`config.mk`:
```
export PLATFORM = sky130hd
export DESIGN_NAME = hsync_measure
export DESIGN_NICKNAME = d
export VERILOG_FILES = /design/src/rtl/hsync_measure.sv
export SDC_FILE = /design/constraint.sdc
export NUM_CORES = 1
export LEC_CHECK = 0
export ABC_CLOCK_PERIOD_IN_PS = 2800
export CAP_MARGIN = 20
export CELL_PAD_IN_SITES_DETAIL_PLACEMENT = 1
export CELL_PAD_IN_SITES_GLOBAL_PLACEMENT = 1
export CORE_MARGIN = 3
export CORE_UTILIZATION = 43
export CTS_CLUSTER_DIAMETER = 50
export DETAILED_ROUTE_END_ITERATION = 10
export PLACE_DENSITY_LB_ADDON = 0.15
export SYNTH_ARGS = -nofsm -noshare
export SYNTH_HDL_FRONTEND = slang
export SYNTH_SLANG_ARGS = --single-unit
```
`constraint.sdc`:
```
create_clock -name clk -period 2.8 [get_ports clk]
set_clock_uncertainty 0.15 [all_clocks]
set_input_delay 0.42 -clock clk [delete_from_list [all_inputs] [get_ports clk]]
set_output_delay 0.42 -clock clk [all_outputs]
set_load 0.05 [all_outputs]
```
`src/rtl/hsync_measure.sv`:
```
// Measures incoming horizontal timing (line length, sync width, active start/width) and reports lock.
// Optional build macro HSYNC_MEASURE_EXPECT_EN adds EXP_* parameters and a timing_match output.
module hsync_measure #(
   parameter int unsigned SYNC_POL   = 0,
   parameter int unsigned LOCK_LINES = 4,
   parameter int unsigned CNT_W      = 12
`ifdef HSYNC_MEASURE_EXPECT_EN
   ,
   parameter int unsigned EXP_TOTAL  = 800,
   parameter int unsigned EXP_SYNC   = 96,
   parameter int unsigned EXP_START  = 144,
   parameter int unsigned EXP_ACTIVE = 640
`endif
) (
   input  logic             clk,
   input  logic             nrst,
   input  logic             hsync_in,
   input  logic             de_in,
   output logic [CNT_W-1:0] line_total,
   output logic [CNT_W-1:0] sync_width,
   output logic [CNT_W-1:0] active_start,
   output logic [CNT_W-1:0] active_width,
   output logic             meas_valid,
   output logic             locked,
   output logic             timeout
`ifdef HSYNC_MEASURE_EXPECT_EN
   ,
   output logic             timing_match
`endif
);

   localparam int unsigned STAB_W = 4;
   localparam logic [CNT_W-1:0] CNT_MAX = '1;

   typedef enum logic {SEEK, MEASURE} state_t;

   state_t state, state_nxt;
   logic hs_q, de_q, sync_act, sync_act_d, de_d;
   logic lead, trail, de_rise;
   logic [CNT_W-1:0] cnt, pos, sync_w_acc, start_acc, width_acc;
   logic trail_seen, de_seen, fresh;
   logic [STAB_W-1:0] stable_cnt, stable_nxt;
   logic capture, expire, same, lock_nxt;

   assign sync_act = (hs_q == 1'(SYNC_POL));
   assign lead     = sync_act & ~sync_act_d;
   assign trail    = ~sync_act & sync_act_d;
   assign de_rise  = de_q & ~de_d;
   // Position of the current cycle within the line, lead cycle being 0
   assign pos      = cnt + CNT_W'(1);

   always_ff @(posedge clk) begin
      if (!nrst) state <= SEEK;
      else       state <= state_nxt;
   end

   always_comb begin
      state_nxt = state;
      capture   = 1'b0;
      expire    = 1'b0;
      case (state)
         SEEK: begin
            if (lead) state_nxt = MEASURE;
         end
         MEASURE: begin
            if (lead) begin
               capture = 1'b1;
            end else if (cnt == CNT_MAX) begin
               expire    = 1'b1;
               state_nxt = SEEK;
            end
         end
         default: state_nxt = SEEK;
      endcase
   end

   // Stability tracking against the previously captured line
   always_comb begin
      same = !fresh
             && (pos == line_total) && (sync_w_acc == sync_width)
             && (start_acc == active_start) && (width_acc == active_width);
      if (!same)
         stable_nxt = '0;
      else if (stable_cnt >= STAB_W'(LOCK_LINES))
         stable_nxt = stable_cnt;
      else
         stable_nxt = stable_cnt + STAB_W'(1);
      lock_nxt = (stable_nxt >= STAB_W'(LOCK_LINES))
`ifdef HSYNC_MEASURE_EXPECT_EN
                 && (pos == CNT_W'(EXP_TOTAL)) && (sync_w_acc == CNT_W'(EXP_SYNC))
                 && (start_acc == CNT_W'(EXP_START)) && (width_acc == CNT_W'(EXP_ACTIVE))
`endif
                 ;
   end

   always_ff @(posedge clk) begin
      if (!nrst) begin
         hs_q         <= ~1'(SYNC_POL);
         de_q         <= 1'b0;
         sync_act_d   <= 1'b0;
         de_d         <= 1'b0;
         cnt          <= '0;
         sync_w_acc   <= '0;
         start_acc    <= '0;
         width_acc    <= '0;
         trail_seen   <= 1'b0;
         de_seen      <= 1'b0;
         fresh        <= 1'b1;
         stable_cnt   <= '0;
         line_total   <= '0;
         sync_width   <= '0;
         active_start <= '0;
         active_width <= '0;
         meas_valid   <= 1'b0;
         locked       <= 1'b0;
         timeout      <= 1'b0;
`ifdef HSYNC_MEASURE_EXPECT_EN
         timing_match <= 1'b0;
`endif
      end else begin
         hs_q       <= hsync_in;
         de_q       <= de_in;
         sync_act_d <= sync_act;
         de_d       <= de_q;
         meas_valid <= capture;
         timeout    <= expire;

         // A de rise or de-high in the lead cycle belongs to the new line
         if (lead) begin
            cnt        <= '0;
            trail_seen <= 1'b0;
            sync_w_acc <= '0;
            de_seen    <= de_rise;
            start_acc  <= '0;
            width_acc  <= de_q ? CNT_W'(1) : '0;
         end else if (state == MEASURE) begin
            cnt <= expire ? '0 : pos;
            if (trail && !trail_seen) begin
               trail_seen <= 1'b1;
               sync_w_acc <= pos;
            end
            if (de_rise && !de_seen) begin
               de_seen   <= 1'b1;
               start_acc <= pos;
            end
            if (de_q) width_acc <= width_acc + CNT_W'(1);
         end

         if (capture) begin
            line_total   <= pos;
            sync_width   <= sync_w_acc;
            active_start <= start_acc;
            active_width <= width_acc;
            stable_cnt   <= stable_nxt;
            locked       <= lock_nxt;
            fresh        <= 1'b0;
`ifdef HSYNC_MEASURE_EXPECT_EN
            timing_match <= (pos == CNT_W'(EXP_TOTAL)) && (sync_w_acc == CNT_W'(EXP_SYNC))
                            && (start_acc == CNT_W'(EXP_START))
                            && (width_acc == CNT_W'(EXP_ACTIVE));
`endif
         end else if (expire) begin
            locked     <= 1'b0;
            stable_cnt <= '0;
            fresh      <= 1'b1;
         end
      end
   end

endmodule

```
* Word-level counts from Yosys, hierarchy flattened
Cells that the tools add are included.
Cells by class: reductions and logical operators 18, equality and inequality tests 5, order comparisons 2, add/subtract/negate cells 3, mux-type cells 24, bitwise operators 8
Operator list (count):
- 12-bit equality test | 4
- 12-bit 2-to-1 mux | 4
- 12-bit by 1-bit adder with 12-bit output, second input constant | 2
- 4-bit 2-to-1 mux | 4
- 1-bit 2-to-1 mux | 15
- 12-bit equality test, second input constant | 1
- 4-bit by 3-bit >= comparator with 1-bit output, second input constant | 2
- 2-bit AND reduction | 4
- 2-bit nonzero test | 4
- 1-bit logical AND | 6
- 1-bit inverter | 5
- 4-bit by 1-bit adder with 4-bit output, second input constant | 1
- 1-bit AND | 3
- 1-bit zero test | 3
- 1-bit one-hot mux with 2 select lines | 1
- 2-bit OR reduction | 1
Storage, ports and cells: bits in registers 111, word-level logic and storage cells 80, output and inout port bits 51

* Depth between registers and ports, before layout
Gate-level depths: netlist of run 1.
depth after elaboration 9, mapped depth 9, gate-level depth less buffers 8

* Worst setup path before layout of run 1
OpenSTA, ideal clock, no wires.
path type register to register, start point register active_width[2], end point register stable_cnt[1], library setup time 66 ps, stages on the path, launching flop included 8, path slack 308 ps, data arrival time 2276 ps, path through dfxtp_1 xnor2_4 nand4_1 or4b_1 nor4_2 nand4_1 a211o_1 a21boi_2
On the way: word-level cells in the longest chain between the ends 4
Ends and longest elaborated chain:
- start: declaration | RTL line 22 | output logic [CNT_W-1:0] active_width,
- start signal: assignment | RTL line 153 | active_width <= width_acc;
- 12-bit equality test | RTL line 81 | && (start_acc == active_start) && (width_acc == active_width);
- 1-bit logical AND | RTL line 81
- 4-bit 2-to-1 mux | RTL line 82 | if (!same)
- 4-bit 2-to-1 mux | RTL line 149 | if (capture) begin
- end signal: assignment | RTL line 154 | stable_cnt <= stable_nxt;
- end: declaration | RTL line 42 | logic [STAB_W-1:0] stable_cnt, stable_nxt;
Every way passes these cells. A chain may end at the register's enable or synchronous reset.

* Worst setup path in the final report of run 1
start point register cnt[5], end point register stable_cnt[1]
On the way: word-level cells in the longest chain between the ends 8
Ends and longest elaborated chain:
- start: declaration | RTL line 40 | logic [CNT_W-1:0] cnt, pos, sync_w_acc, start_acc, width_acc;
- start signal: assignment | RTL line 137 | cnt <= expire ? '0 : pos;
- 12-bit by 1-bit adder with 12-bit output | RTL line 50 | assign pos = cnt + CNT_W'(1);
- 12-bit equality test | RTL line 80 | && (pos == line_total) && (sync_w_acc == sync_width)
- 1-bit logical AND (2 in series) | RTL line 80
- 1-bit logical AND (2 in series) | RTL line 81
- 4-bit 2-to-1 mux | RTL line 82
- 4-bit 2-to-1 mux | RTL line 149
Several ways; a longest one is shown, not always the timed one.

==> results of run 1 <==
registers in the layout, summed over array words and instances, names as in the netlist, 4 cells and up:
register / count
sync_width: 12
cnt: 12
width_acc: 12
stable_cnt: 4
start_acc: 12
sync_w_acc: 12
active_start: 12
line_total: 12
active_width: 12
cell type report:
cell class	count	area share
multi-input combinational	483	0.465
sequential	111	0.348
timing repair buffer	71	0.106
clock buffer	9	0.0352
tap	168	0.0329
clock inverter	6	0.0110
inverter	4	0.00235
logic make-up (layout without fill, tap and decap cells):
group                      Yosys count  after routing
AOI/OAI and AO/OA                  119            119
adders and majority gates            3              3
xor gates and xnor gates            59             59
DFF                                111            111
and+or+nand+nor                    297            297
buffers and inverters               46             90
muxes                                5              5
worst register-to-register path, delay by kind of cell (launching register included):
family                    cells  cell delay (ns)
and+or+nand+nor               3             0.81
xor gates and xnor gates      2             0.60
DFF                           1             0.51
AOI/OAI and AO/OA             2             0.51
path summary, 6_finish.rpt:
kind                   endpoint  slack [ns]    from  cells past startpoint
setup / recovery  stable_cnt[1]        0.16  cnt[5]                      7
hold reg to reg      sync_act_d        0.32    hs_q                      1
setup reg to reg  stable_cnt[1]        0.16  cnt[5]                      7
hold / removal       sync_act_d        0.32    hs_q                      1
power breakdown:
part	internal, W	switching [W]
Combinational	0.0000717	0.000131
Sequential	0.00159	0.0000197
Clock	0.000697	0.000623
stage by stage:
stage	instance area [sq um]	utilization
after detailed placement	6100	0.503
final	6390	0.528
after global routing	6390	0.528
after floorplan	5390	-
after CTS	6390	0.528
after global placement	6100	0.503
layer usage:
metal	wire [um]	up-vias	track usage
met1	7710	2359	0.314
li1	-	2281	-
met3	621	27	0.0428
met2	8000	97	0.412
met4	554	0	0.119
met5	0	-	0
cell usage in the layout, fill, tap and decap left out, drive strengths merged, types with 7 or more instances in the layout:
cell             n
nand3           15
nor4            16
o21ai           17
a21boi          43
xor2            25
and3             7
nor3             8
o211a            9
nor2            58
nand2          121
or3              8
clkbuf           9
xnor2           33
clkdlybuf4s50   53
a211oi          23
a21oi           16
nor2b           23
nand4           13
dfxtp          111
buf             18
==> impl_metrics.tcl, run 1 <==
set metrics [dict create \
    core_sq_um 12100 \
    synth_compound_area_frac 0.158 \
    hold_violations 0 \
    rsz0062_at_grt "no" \
    post_cts_resized 0 \
    nNetsFinal 687 \
    grtUsageTotal 0.249 \
    crit_family "simple AND/OR/NAND/NOR gates" \
    dp_slack_ns 0.191 \
    drt_iter0_markers 225 \
    drt-total-wl_mm 16.9 \
    area_growth_pct 18.7 \
    grt_max_degree 49 \
    post-synth-top-count-cell "nand2_1" \
    min_period_ns 2.64 \
    syn_nets 647 \
    power.density_nw_per_um2 491 \
    clock-sinks 111 \
    path_max_fanout 10 \
    synth_area_sq_um 5390 \
    crit_path_frequent_cell "xnor2_1" \
    ir_drop_v 0.000461 \
    end_kind "flop" \
    drc 0 \
    maxCapViolCount 0 \
    cp.arrival_ns 2.78 \
    status "finished, final reports clean" \
    fillers 1479 \
    ys_ff_latch 111 \
    ios 55 \
    wire_per_inst_um 19.8 \
    p_leak_nw 2.32 \
    timing.hold.ws_ns 0.325 \
    drive_gt1_frac 0.0731 \
    dp.cells 837 \
    fin_ws_ns 0.160 \
    dieArea_sq_um 13900 \
    first_pass_iters 4 \
    synthAdderAreaFrac 0.00697 \
    routed_via_density 5.59 \
    setup_viol 0 \
    yosys_warnings 0 \
    path_buf_inv 0 \
    vias 4764 \
    antenna_found_initial 0 \
    synth_top_cell_by_area "dfxtp_1" \
    grt_pass1_vias 5045 \
    power.total_w 0.00314 \
    synthSimpleGateAreaFrac 0.273 \
    die_h_um 118 \
    ys_top_cells_by_count "nand2_1, dfxtp_1, nor2_1, a21boi_0, xnor2_1" \
    die_x_um 118 \
    path_cells "nand4_1 > nor2_1 > xnor2_1 > xnor2_1 > nand3_1 > a211o_1 > a21boi_2" \
    stdcell_count 852 \
    worst_setup_path_start_kind "flop" \
    multiInputGateArea_sq_um 2970 \
    muxShareOfSynthArea 0.00953 \
    synth_top_family_by_area "simple AND/OR/NAND/NOR gates" \
    relSlewSlack 0.497 \
    worstSkewPairLatency_ns 0.36 \
    synthXorXnorAreaFrac 0.104 \
    required_ns 2.94 \
    register_area_sq_um 2220 \
    avgSynthCellArea_sq_um 8.41 \
    slew_viol_final 0 \
    worst-setup-path-type "reg -> reg" \
    slowest_stage "dfxtp_1" \
    cts_tree "yes" \
    tightest_slew_ns 0.749 \
    maxClockFrequency_mhz 379 \
    num_rows 40 \
    ant_nets 0 \
    yosysSeqAreaShare 0.413 \
    ys.flop_type "dfxtp_1" \
    n_antenna_cell 0 \
    tns_ns 0 \
    port_buffers 54 \
    gp_congestion 0.900 \
    clk_transition_reported_paths_ns 0.07 \
    synth_top_area_frac 0.413 \
    grt_pass1_wl_mm 27.4 \
    worstHoldPathType "reg -> reg" \
    start_util 0.445 \
    cts_setup_buffers 0 \
    h-tree-depth 3 \
    cts_buffers 9 \
    netlist_top_cells_area "dfxtp_1, nand2_1, a21boi_0" \
    critPathMaxStageDelay_ns 0.51 \
    clock-root-buffer "clkbuf_16" \
    ys_types 58 \
    hold_buffers 0 \
    netlist_instances 640 \
    overflow 0 \
    place_hpwl_mm 12.1 \
    cts_max_path_buffers 2 \
    synthArstFlopShare 0 \
    post-route-period-util 0.943 \
    synth-edff-count 0 \
]
Note: power is estimated with default switching activity, not from simulation.
==> inputs of run 2 (changes only) <==
--- a/config.mk
+++ b/config.mk
@@ -9,7 +9,6 @@
 export CAP_MARGIN = 20
 export CELL_PAD_IN_SITES_DETAIL_PLACEMENT = 1
 export CELL_PAD_IN_SITES_GLOBAL_PLACEMENT = 1
-export CORE_MARGIN = 3
 export CORE_UTILIZATION = 43
 export CTS_CLUSTER_DIAMETER = 50
 export DETAILED_ROUTE_END_ITERATION = 10
==> impl_metrics.tcl, run 2 (synthesis results as in run 1) <==
set metrics [dict create \
    area_growth_pct 18.9 \
    ios 55 \
    wire_per_inst_um 19.0 \
    clk_transition_reported_paths_ns 0.07 \
    drc 0 \
    die_x_um 114 \
    port_buffers 54 \
    maxClockFrequency_mhz 379 \
    reg2reg_depth 7 \
    rsz0062_at_grt "no" \
    antenna_found_initial 0 \
    layout_commonest_cell "nand2_1" \
    cp.arrival_ns 2.79 \
    hold_buffers 0 \
    grtUsageTotal 0.264 \
    worstHoldPathType "reg -> reg" \
    cts_tree "yes" \
    grtUsageMet1 0.348 \
    maxCapViolCount 0 \
    place_hpwl_mm 11.9 \
    tightest_slew_ns 0.616 \
    seqPwrFrac 0.515 \
    grt_pass1_wl_mm 25.8 \
    clock-root-buffer "clkbuf_16" \
    required_ns 2.95 \
    num_rows 40 \
    swShare 0.240 \
    ant_nets 0 \
    routed_via_density 5.48 \
    first_pass_iters 4 \
    slew_viol_final 0 \
    r2r-end "stable_cnt[1]" \
    status "finished, final reports clean" \
    path_max_fanout 5 \
    vias 4677 \
    overflow 0 \
    clock-sinks 111 \
    gp_congestion 0.852 \
    setup_viol 0 \
    worst_setup_path_start_kind "flop" \
    drive_gt1_frac 0.0714 \
    hold_depth 1 \
    power.density_nw_per_um2 490 \
    fin_util 0.529 \
    grtUsageMet3 0.0547 \
    post_cts_resized 0 \
    n_antenna_cell 0 \
    post-route-period-util 0.943 \
    worstSkewPairLatency_ns 0.36 \
    core_sq_um 12100 \
    cts_setup_buffers 0 \
    holdPathEnd "sync_act_d" \
    r2r_slack_ns 0.16 \
    p_leak_nw 2.32 \
    drt_iter0_markers 189 \
    clkPwrFrac 0.419 \
    drt-total-wl_mm 16.2 \
    pwr-share-comb 0.066 \
    h-tree-depth 3 \
    gr-max-usage-layer "met2" \
    worst-setup-path-type "reg -> reg" \
    grt_pass1_vias 4632 \
    met2_usage 0.438 \
    relSlewSlack 0.588 \
    grt_max_degree 44 \
    p_switching_w 0.000751 \
    nNetsFinal 689 \
    cts_buffers 9 \
    hold_violations 0 \
    cts_max_path_buffers 2 \
    min_period_ns 2.64 \
    start_util 0.445 \
    p_int_w 0.00238 \
    dieArea_sq_um 13000 \
    ir_drop_v 0.000446 \
    fillers 1471 \
    end_kind "flop" \
    tns_ns 0 \
    die_h_um 114 \
    layout_common_cells "nand2_1, dfxtp_1, nor2_1" \
    hold_start "hs_q" \
    worst_r2r_startpoint "cnt[1]" \
]
run 2: cell count changes in the layout (fill, tap and decap cells not counted), sizes merged:
cell / before / now
clkinv: 4 / 2
clkbuf: 9 / 12
buf: 18 / 20
inv: 5 / 4
run 2: worst max-delay path by stage:
stage / from / slack (ns) / end / cells after the start
5_1_grt: cnt[1] / 0.07 / stable_cnt[1] / 7
3_5_place_dp: cnt[1] / 0.23 / stable_cnt[1] / 7
3_3_place_gp: cnt[1] / 0.33 / stable_cnt[1] / 7
6_report: cnt[1] / 0.16 / stable_cnt[1] / 7
2_1_floorplan: active_width[2] / 0.31 / stable_cnt[1] / 7
4_1_cts: cnt[1] / 0.20 / stable_cnt[1] / 7
run 2: cell type report:
cell class | count | area (sq um) | share of cell area
clock inverter | 3 | 43.8 | 0.00684
clock buffer | 12 | 246 | 0.0385
timing repair buffer | 73 | 691 | 0.108
multi-input combinational | 483 | 2970 | 0.465
inverter | 4 | 15.0 | 0.00235
sequential | 111 | 2220 | 0.347
tap | 168 | 210 | 0.0328
run 2: metrics by stage:
step                      setup WS, ns  power [W]  std cells  hold WS [ns]  cell area, sq um
final                            0.161    0.00313        854         0.321              6400
after global routing            0.0666    0.00324        854         0.344              6400
after CTS                        0.199    0.00316        854         0.326              6400
after detailed placement         0.229    0.00186        839         0.310              6110
after global placement           0.332    0.00185        839         0.295              6110
after floorplan                  0.308    0.00179        640         0.283              5390
run 2: per-layer routing:
| metal | wire [um] | up-vias |
|---|---|---|
| met5 | 0 | - |
| met4 | 302 | 0 |
| met3 | 618 | 20 |
| met2 | 7760 | 98 |
| met1 | 7540 | 2283 |
| li1 | - | 2276 |
run 2: power groups by stage:
stage	registers, W	clock network [W]	logic, W
6_report	0.00161	0.00131	0.000206
5_1_grt	0.00162	0.00140	0.000222
4_1_cts	0.00161	0.00134	0.000208
3_5_place_dp	0.00165	0	0.000207
3_3_place_gp	0.00165	0	0.000202
2_1_floorplan	0.00166	0	0.000122
run 2: worst max-delay path: stages, from the launching register on:
cell and delay (ns):
dfxtp_1 0.40, ha_1 0.32, xnor2_1 0.22, or4b_1 0.51, nor4_2 0.26, nand4_1 0.25, a211o_1 0.32, a21boi_2 0.14
